## config.mk

```make
export PLATFORM = sky130hd
export DESIGN_NAME = mult_error_eval
export DESIGN_NICKNAME = d
export VERILOG_FILES = /design/src/rtl/mult_eval_pkg.sv /design/src/rtl/mult_abs_err.sv /design/src/rtl/mult_error_eval.sv
export SDC_FILE = /design/constraint.sdc
export NUM_CORES = 1
export LEC_CHECK = 0
export BUFFER_PORTS_ARGS = -buffer_cell sky130_fd_sc_hd__clkbuf_2
export CELL_PAD_IN_SITES_DETAIL_PLACEMENT = 1
export CELL_PAD_IN_SITES_GLOBAL_PLACEMENT = 1
export CORE_MARGIN = 2
export CORE_UTILIZATION = 43
export CTS_CLUSTER_DIAMETER = 40
export DETAILED_ROUTE_END_ITERATION = 16
export PLACE_DENSITY = 0.86
export SYNTH_ARGS = -nofsm -noshare
export SYNTH_HDL_FRONTEND = slang
export SYNTH_SLANG_ARGS = --single-unit
```

## constraint.sdc

```tcl
create_clock -name clk -period 9.34 [get_ports clk]
set_clock_uncertainty 0.05 [all_clocks]
set_input_delay 0.467 -clock clk [delete_from_list [all_inputs] [get_ports clk]]
set_output_delay 0.467 -clock clk [all_outputs]
set_load 0.01 [all_outputs]
```

## src/rtl/mult_eval_pkg.sv

```systemverilog
// Shared constants and FSM state type for the approximate-multiplier
// error evaluator.
package mult_eval_pkg;

   localparam int W_DEF     = 16;
   localparam int CNT_W_DEF = 20;
   localparam int ACC_W_DEF = 2 * W_DEF + CNT_W_DEF;
   localparam int DRAIN_LEN = 2;

   typedef enum logic [1:0] {
      ST_IDLE,
      ST_RUN,
      ST_DRAIN,
      ST_DONE
   } state_t;

endpackage

```

## src/rtl/mult_abs_err.sv

```systemverilog
// S2 stage: recompute the exact product and the absolute error against
// the approximate product, carrying the operands along for max tracking.
module mult_abs_err
   import mult_eval_pkg::*;
#(
   parameter int W = W_DEF
) (
   input  logic           clk,
   input  logic           rst_n,
   input  logic           i_vld,
   input  logic [W-1:0]   i_a,
   input  logic [W-1:0]   i_b,
   input  logic [2*W-1:0] i_p,
   output logic           o_vld,
   output logic [W-1:0]   o_a,
   output logic [W-1:0]   o_b,
   output logic [2*W-1:0] o_exact,
   output logic [2*W-1:0] o_abs_err,
   output logic           o_mismatch
);

   logic [2*W-1:0] w_exact;
   logic [2*W-1:0] w_diff;

   assign w_exact = {{W{1'b0}}, i_a} * {{W{1'b0}}, i_b};
   // Larger minus smaller so an over-estimating multiplier is handled.
   assign w_diff  = (w_exact >= i_p) ? (w_exact - i_p) : (i_p - w_exact);

   logic           r_vld;
   logic [W-1:0]   r_a;
   logic [W-1:0]   r_b;
   logic [2*W-1:0] r_exact;
   logic [2*W-1:0] r_abs_err;
   logic           r_mismatch;

   always_ff @(posedge clk or negedge rst_n) begin
      if (!rst_n) begin
         r_vld      <= 1'b0;
         r_a        <= '0;
         r_b        <= '0;
         r_exact    <= '0;
         r_abs_err  <= '0;
         r_mismatch <= 1'b0;
      end else begin
         r_vld <= i_vld;
         if (i_vld) begin
            r_a        <= i_a;
            r_b        <= i_b;
            r_exact    <= w_exact;
            r_abs_err  <= w_diff;
            r_mismatch <= (w_exact != i_p);
         end
      end
   end

   assign o_vld      = r_vld;
   assign o_a        = r_a;
   assign o_b        = r_b;
   assign o_exact    = r_exact;
   assign o_abs_err  = r_abs_err;
   assign o_mismatch = r_mismatch;

endmodule

```

## src/rtl/mult_error_eval.sv

```systemverilog
// Accumulates error metrics of an approximate multiplier over a run of
// samples: total/max absolute error, max-error operands, mismatch count.
module mult_error_eval
   import mult_eval_pkg::*;
#(
   parameter int W     = W_DEF,
   parameter int CNT_W = CNT_W_DEF,
   parameter int ACC_W = 2 * W + CNT_W
) (
   input  logic             clk,
   input  logic             rst_n,
   input  logic             start,
   input  logic [CNT_W-1:0] num_samples,
   input  logic             in_valid,
   output logic             in_ready,
   input  logic [W-1:0]     a,
   input  logic [W-1:0]     b,
   input  logic [2*W-1:0]   p_approx,
   output logic             busy,
   output logic             done,
   output logic [ACC_W-1:0] sum_abs_err,
   output logic [2*W-1:0]   max_abs_err,
   output logic [W-1:0]     max_err_a,
   output logic [W-1:0]     max_err_b,
   output logic [CNT_W-1:0] err_count
);

   localparam logic [1:0] DRAIN_LAST = 2'(DRAIN_LEN - 1);

   state_t           r_state;
   state_t           w_state_nxt;
   logic             w_in_ready;
   logic             w_busy;
   logic             w_clear;
   logic             w_accept;
   logic [CNT_W-1:0] r_acc_cnt;
   logic [CNT_W-1:0] r_target;
   logic [CNT_W-1:0] w_cnt_nxt;
   logic [1:0]       r_drain_cnt;
   logic             r_done;

   assign w_cnt_nxt = r_acc_cnt + CNT_W'(1);
   assign w_accept  = in_valid && w_in_ready;

   always_ff @(posedge clk or negedge rst_n) begin
      if (!rst_n) r_state <= ST_IDLE;
      else        r_state <= w_state_nxt;
   end

   always_comb begin
      w_state_nxt = r_state;
      w_in_ready  = 1'b0;
      w_busy      = 1'b0;
      w_clear     = 1'b0;
      unique case (r_state)
         ST_IDLE: begin
            if (start) begin
               w_clear     = 1'b1;
               w_state_nxt = (num_samples == '0) ? ST_DONE : ST_RUN;
            end
         end
         ST_RUN: begin
            w_in_ready = 1'b1;
            w_busy     = 1'b1;
            if (in_valid && (w_cnt_nxt == r_target))
               w_state_nxt = ST_DRAIN;
         end
         ST_DRAIN: begin
            w_busy = 1'b1;
            if (r_drain_cnt == DRAIN_LAST)
               w_state_nxt = ST_DONE;
         end
         ST_DONE: begin
            w_state_nxt = ST_IDLE;
         end
         default: begin
            w_state_nxt = ST_IDLE;
         end
      endcase
   end

   always_ff @(posedge clk or negedge rst_n) begin
      if (!rst_n) begin
         r_acc_cnt   <= '0;
         r_target    <= '0;
         r_drain_cnt <= '0;
         r_done      <= 1'b0;
      end else begin
         if (w_clear) begin
            r_acc_cnt <= '0;
            r_target  <= num_samples;
         end else if (w_accept) begin
            r_acc_cnt <= w_cnt_nxt;
         end
         if (r_state == ST_DRAIN) r_drain_cnt <= r_drain_cnt + 2'd1;
         else                     r_drain_cnt <= '0;
         // Registered so done lands one cycle after the DONE state.
         r_done <= (r_state == ST_DONE);
      end
   end

   // S1: capture the accepted sample
   logic           r_s1_vld;
   logic [W-1:0]   r_s1_a;
   logic [W-1:0]   r_s1_b;
   logic [2*W-1:0] r_s1_p;

   always_ff @(posedge clk or negedge rst_n) begin
      if (!rst_n) begin
         r_s1_vld <= 1'b0;
         r_s1_a   <= '0;
         r_s1_b   <= '0;
         r_s1_p   <= '0;
      end else begin
         r_s1_vld <= w_accept;
         if (w_accept) begin
            r_s1_a <= a;
            r_s1_b <= b;
            r_s1_p <= p_approx;
         end
      end
   end

   logic           w_s2_vld;
   logic [W-1:0]   w_s2_a;
   logic [W-1:0]   w_s2_b;
   logic [2*W-1:0] w_s2_exact;
   logic [2*W-1:0] w_s2_abs;
   logic           w_s2_mis;

   mult_abs_err #(
      .W (W)
   ) u_abs_err (
      .clk        (clk),
      .rst_n      (rst_n),
      .i_vld      (r_s1_vld),
      .i_a        (r_s1_a),
      .i_b        (r_s1_b),
      .i_p        (r_s1_p),
      .o_vld      (w_s2_vld),
      .o_a        (w_s2_a),
      .o_b        (w_s2_b),
      .o_exact    (w_s2_exact),
      .o_abs_err  (w_s2_abs),
      .o_mismatch (w_s2_mis)
   );

   // S3: accumulators
   logic [ACC_W-1:0] r_sum;
   logic [2*W-1:0]   r_max;
   logic [W-1:0]     r_max_a;
   logic [W-1:0]     r_max_b;
   logic [CNT_W-1:0] r_err_cnt;
   logic [ACC_W-1:0] w_abs_ext;

   assign w_abs_ext = {{(ACC_W - 2 * W){1'b0}}, w_s2_abs};

   always_ff @(posedge clk or negedge rst_n) begin
      if (!rst_n) begin
         r_sum     <= '0;
         r_max     <= '0;
         r_max_a   <= '0;
         r_max_b   <= '0;
         r_err_cnt <= '0;
      end else if (w_clear) begin
         r_sum     <= '0;
         r_max     <= '0;
         r_max_a   <= '0;
         r_max_b   <= '0;
         r_err_cnt <= '0;
      end else if (w_s2_vld) begin
         r_sum <= r_sum + w_abs_ext;
         // Strict compare keeps the first sample of a tie.
         if (w_s2_abs > r_max) begin
            r_max   <= w_s2_abs;
            r_max_a <= w_s2_a;
            r_max_b <= w_s2_b;
         end
         if (w_s2_mis) r_err_cnt <= r_err_cnt + CNT_W'(1);
      end
   end

   logic w_unused;
   assign w_unused = ^w_s2_exact;

   assign in_ready    = w_in_ready;
   assign busy        = w_busy;
   assign done        = r_done;
   assign sum_abs_err = r_sum;
   assign max_abs_err = r_max;
   assign max_err_a   = r_max_a;
   assign max_err_b   = r_max_b;
   assign err_count   = r_err_cnt;

endmodule

```

==> impl_metrics.tcl <==
set metrics [dict create \
    die_h_um 262 \
    grt_pass1_wl_mm 157 \
    critical_path_class "flop to flop" \
    rr_startpoint "r_s1_a[1]" \
    post-route-period-util_pct 99.6 \
    htreeDepth 3 \
    grt.overflow.total 0 \
    synth_fa_ha_area_share_pct 24.3 \
    grt.total_usage_pct 29.2 \
    layout_min_cycle_time_ns 9.30 \
    viasPerCell 5.82 \
    max_stage_delay_ns 0.61 \
    synth_compound_area_share_pct 12.7 \
    drtIter0Drc 1878 \
    cp.arrival_ns 9.73 \
    syn_area_sq_um 28600 \
    yosys.area_share.xor_xnor_pct 4.01 \
    n_antenna_cell 0 \
    yosysUniqueCellTypes 93 \
    postRouteAntennaNets 0 \
    dr.pass1.iters 5 \
    hp-class "input pin to flop" \
    fin_util_pct 50.8 \
    fmax_ghz 0.107 \
    regArea_sq_um 7830 \
    final_max_slew_viol_count 0 \
    grt_max_degree 95 \
    synth_edf_count 0 \
    synth-seq-cells 312 \
    synthMuxAreaShare_pct 5.26 \
    synth_top_family_by_area "adder cells" \
    layout_commonest_cell "nand2_1" \
    wire_per_inst_um 23.1 \
    cts_tree "built" \
    crit_path_start_kind "flop" \
    root_buffer "clkbuf_16" \
    nets 4044 \
    status "complete, no violations" \
    yosysSeqAreaShare_pct 27.3 \
    synth-simple-area-share_pct 19.0 \
    ys_warn_count 0 \
    cts_made_buffers 67 \
    maxCapViolCount 0 \
    rows 94 \
    cp_slowest_cell "dfrtp_1" \
    port_buffers 226 \
    synthFlopType "dfrtp_1" \
    cp-end-kind "flop" \
    syn-num-nets 3812 \
    die_x_um 262 \
    hold_path_depth 3 \
    clock_path_buffers 3 \
    slew_headroom_pct 28.8 \
    hold_start "b[10]" \
    hold_viol 0 \
    top_level_ports 227 \
    cts.sinks 312 \
    nFillCells 7682 \
    multiInputGateArea_sq_um 18800 \
    cp_max_fo 8 \
    netlist_instances 3288 \
    start_util_pct 43.5 \
    clk_pin_slew_worst_paths_ns 0.05 \
    drc 0 \
    final-setup-viol-count 0 \
    startpoint "r_s1_a[1]" \
    core_sq_um 65700 \
    synth_area_per_cell_sq_um 8.69 \
    dpl.hpwl_mm 73.0 \
    grt_pass1_vias 27800 \
    cp_common_cell "fa_1" \
    routed_wl_mm 103 \
    required_ns 9.77 \
    dieArea_sq_um 68600 \
    layout_common_cells "nand2_1, inv_1, dfrtp_1, ha_1, clkbuf_2" \
    antenna_found_initial 0 \
    synthArstFlopShare_pct 100 \
    r2r_cells 29 \
    num_vias 25800 \
    layout-drive-gt1-share_pct 15.1 \
    insertion_delay_ns 0.61 \
    routabilityCongestion 0.970 \
    tightest_slew_ns 1.07 \
    area_delta_synth_final_pct 16.8 \
]
-- repair_timing --
| item | in CTS | in global routing |
|---|---|---|
| hold buffers | 5 | 0 |
| resized for setup | 10 | 36 |
| endpoints found under the setup margin | 15 | 30 |
| pin swaps | 0 | 7 |
| endpoints found under the hold margin | 84 | 0 |
| gates cloned | 0 | 0 |
| setup buffers | 0 | 3 |
-- critical path: cells and delay by family (launching register included) --
kind / cells / cell delay (ns)
adder cells (fa/ha/maj): 8 / 3.94
AND/OR/NAND/NOR: 10 / 2.59
AO/OA/AOI/OAI: 6 / 1.17
flip-flops: 1 / 0.61
buffers and inverters: 4 / 0.45
multiplexers: 1 / 0.37
-- sequential cells by signal (all words and copies together), names as in the netlist, 20 cells and up --
register             count
err_count               20
max_abs_err             32
r_acc_cnt               20
r_s1_p                  32
r_target                20
sum_abs_err             52
u_abs_err.o_abs_err     32
-- routing by layer --
layer,routed length (um),share of wire [%],global-route usage (%),up-vias
met3,6550,6.4,5.25,323
met1,41800,41,36.6,13100
met2,48900,48,48.4,1000
li1,-,-,-,11400
met4,5390,5.3,14.7,0
met5,0,0,0,-
-- cell type report --
cell class / count / area share (%)
Multi-Input combinational cell: 2445 / 56.3
Sequential cell: 312 / 23.4
Timing Repair Buffer: 318 / 5.57
Clock buffer: 79 / 5.43
Inverter: 376 / 4.23
Tap cell: 864 / 3.24
Clock inverter: 44 / 1.75
-- through the flow --
stage	hold WS [ns]	std cells	cell area [sq um]	setup TNS, ns	setup slack, ns
finish	0.0204	4438	33400	0	0.0372
global route	0.0210	4438	33400	-0.493	-0.125
CTS	0.00453	4435	33200	0	0.0220
detailed placement	0.420	4307	30800	-0.168	-0.0557
global placement	0.369	4307	30800	0	0.186
floorplan	0.121	3288	28600	0	0.232
-- worst paths after layout --
| kind | to | slack [ns] |
|---|---|---|
| hold / removal | r_s1_b[10] | 0.02 |
| setup / recovery | u_abs_err.o_abs_err[30] | 0.04 |
| min in group asynchronous | done | 0.38 |
| max in group asynchronous | r_s1_b[11] | 6.61 |
| hold reg to reg | r_drain_cnt[0] | 0.42 |
| setup reg to reg | u_abs_err.o_abs_err[30] | 0.04 |
-- synthesized netlist by cell type (all sizes together), types with 24 or more instances --
master | number | area share, %
nor3 | 24 | 0.42
nand2b | 26 | 0.57
o21ai | 136 | 2.4
mux2i | 106 | 3.7
buf | 27 | 0.66
nand4 | 27 | 0.64
clkbuf | 128 | 1.8
fa | 197 | 14
a21oi | 190 | 3.3
or3 | 28 | 0.62
and2 | 133 | 2.9
nand3 | 74 | 1.3
inv | 375 | 4.9
mux2 | 39 | 1.5
and3 | 29 | 0.63
ha | 239 | 10
nor2 | 142 | 1.9
xnor2 | 79 | 2.4
nand2 | 582 | 7.6
a21o | 51 | 1.3
xor2 | 52 | 1.6
dfrtp | 312 | 27
-- cell families after synthesis --
family	Yosys count
adder cells (fa/ha/maj)	436
AND/OR/NAND/NOR	1157
XOR/XNOR	131
AO/OA/AOI/OAI	576
flip-flops	312
buffers and inverters	531
multiplexers	145
Power is not shown: default switching activity piles up to over one toggle a cycle in this logic, so the estimate is an artifact.
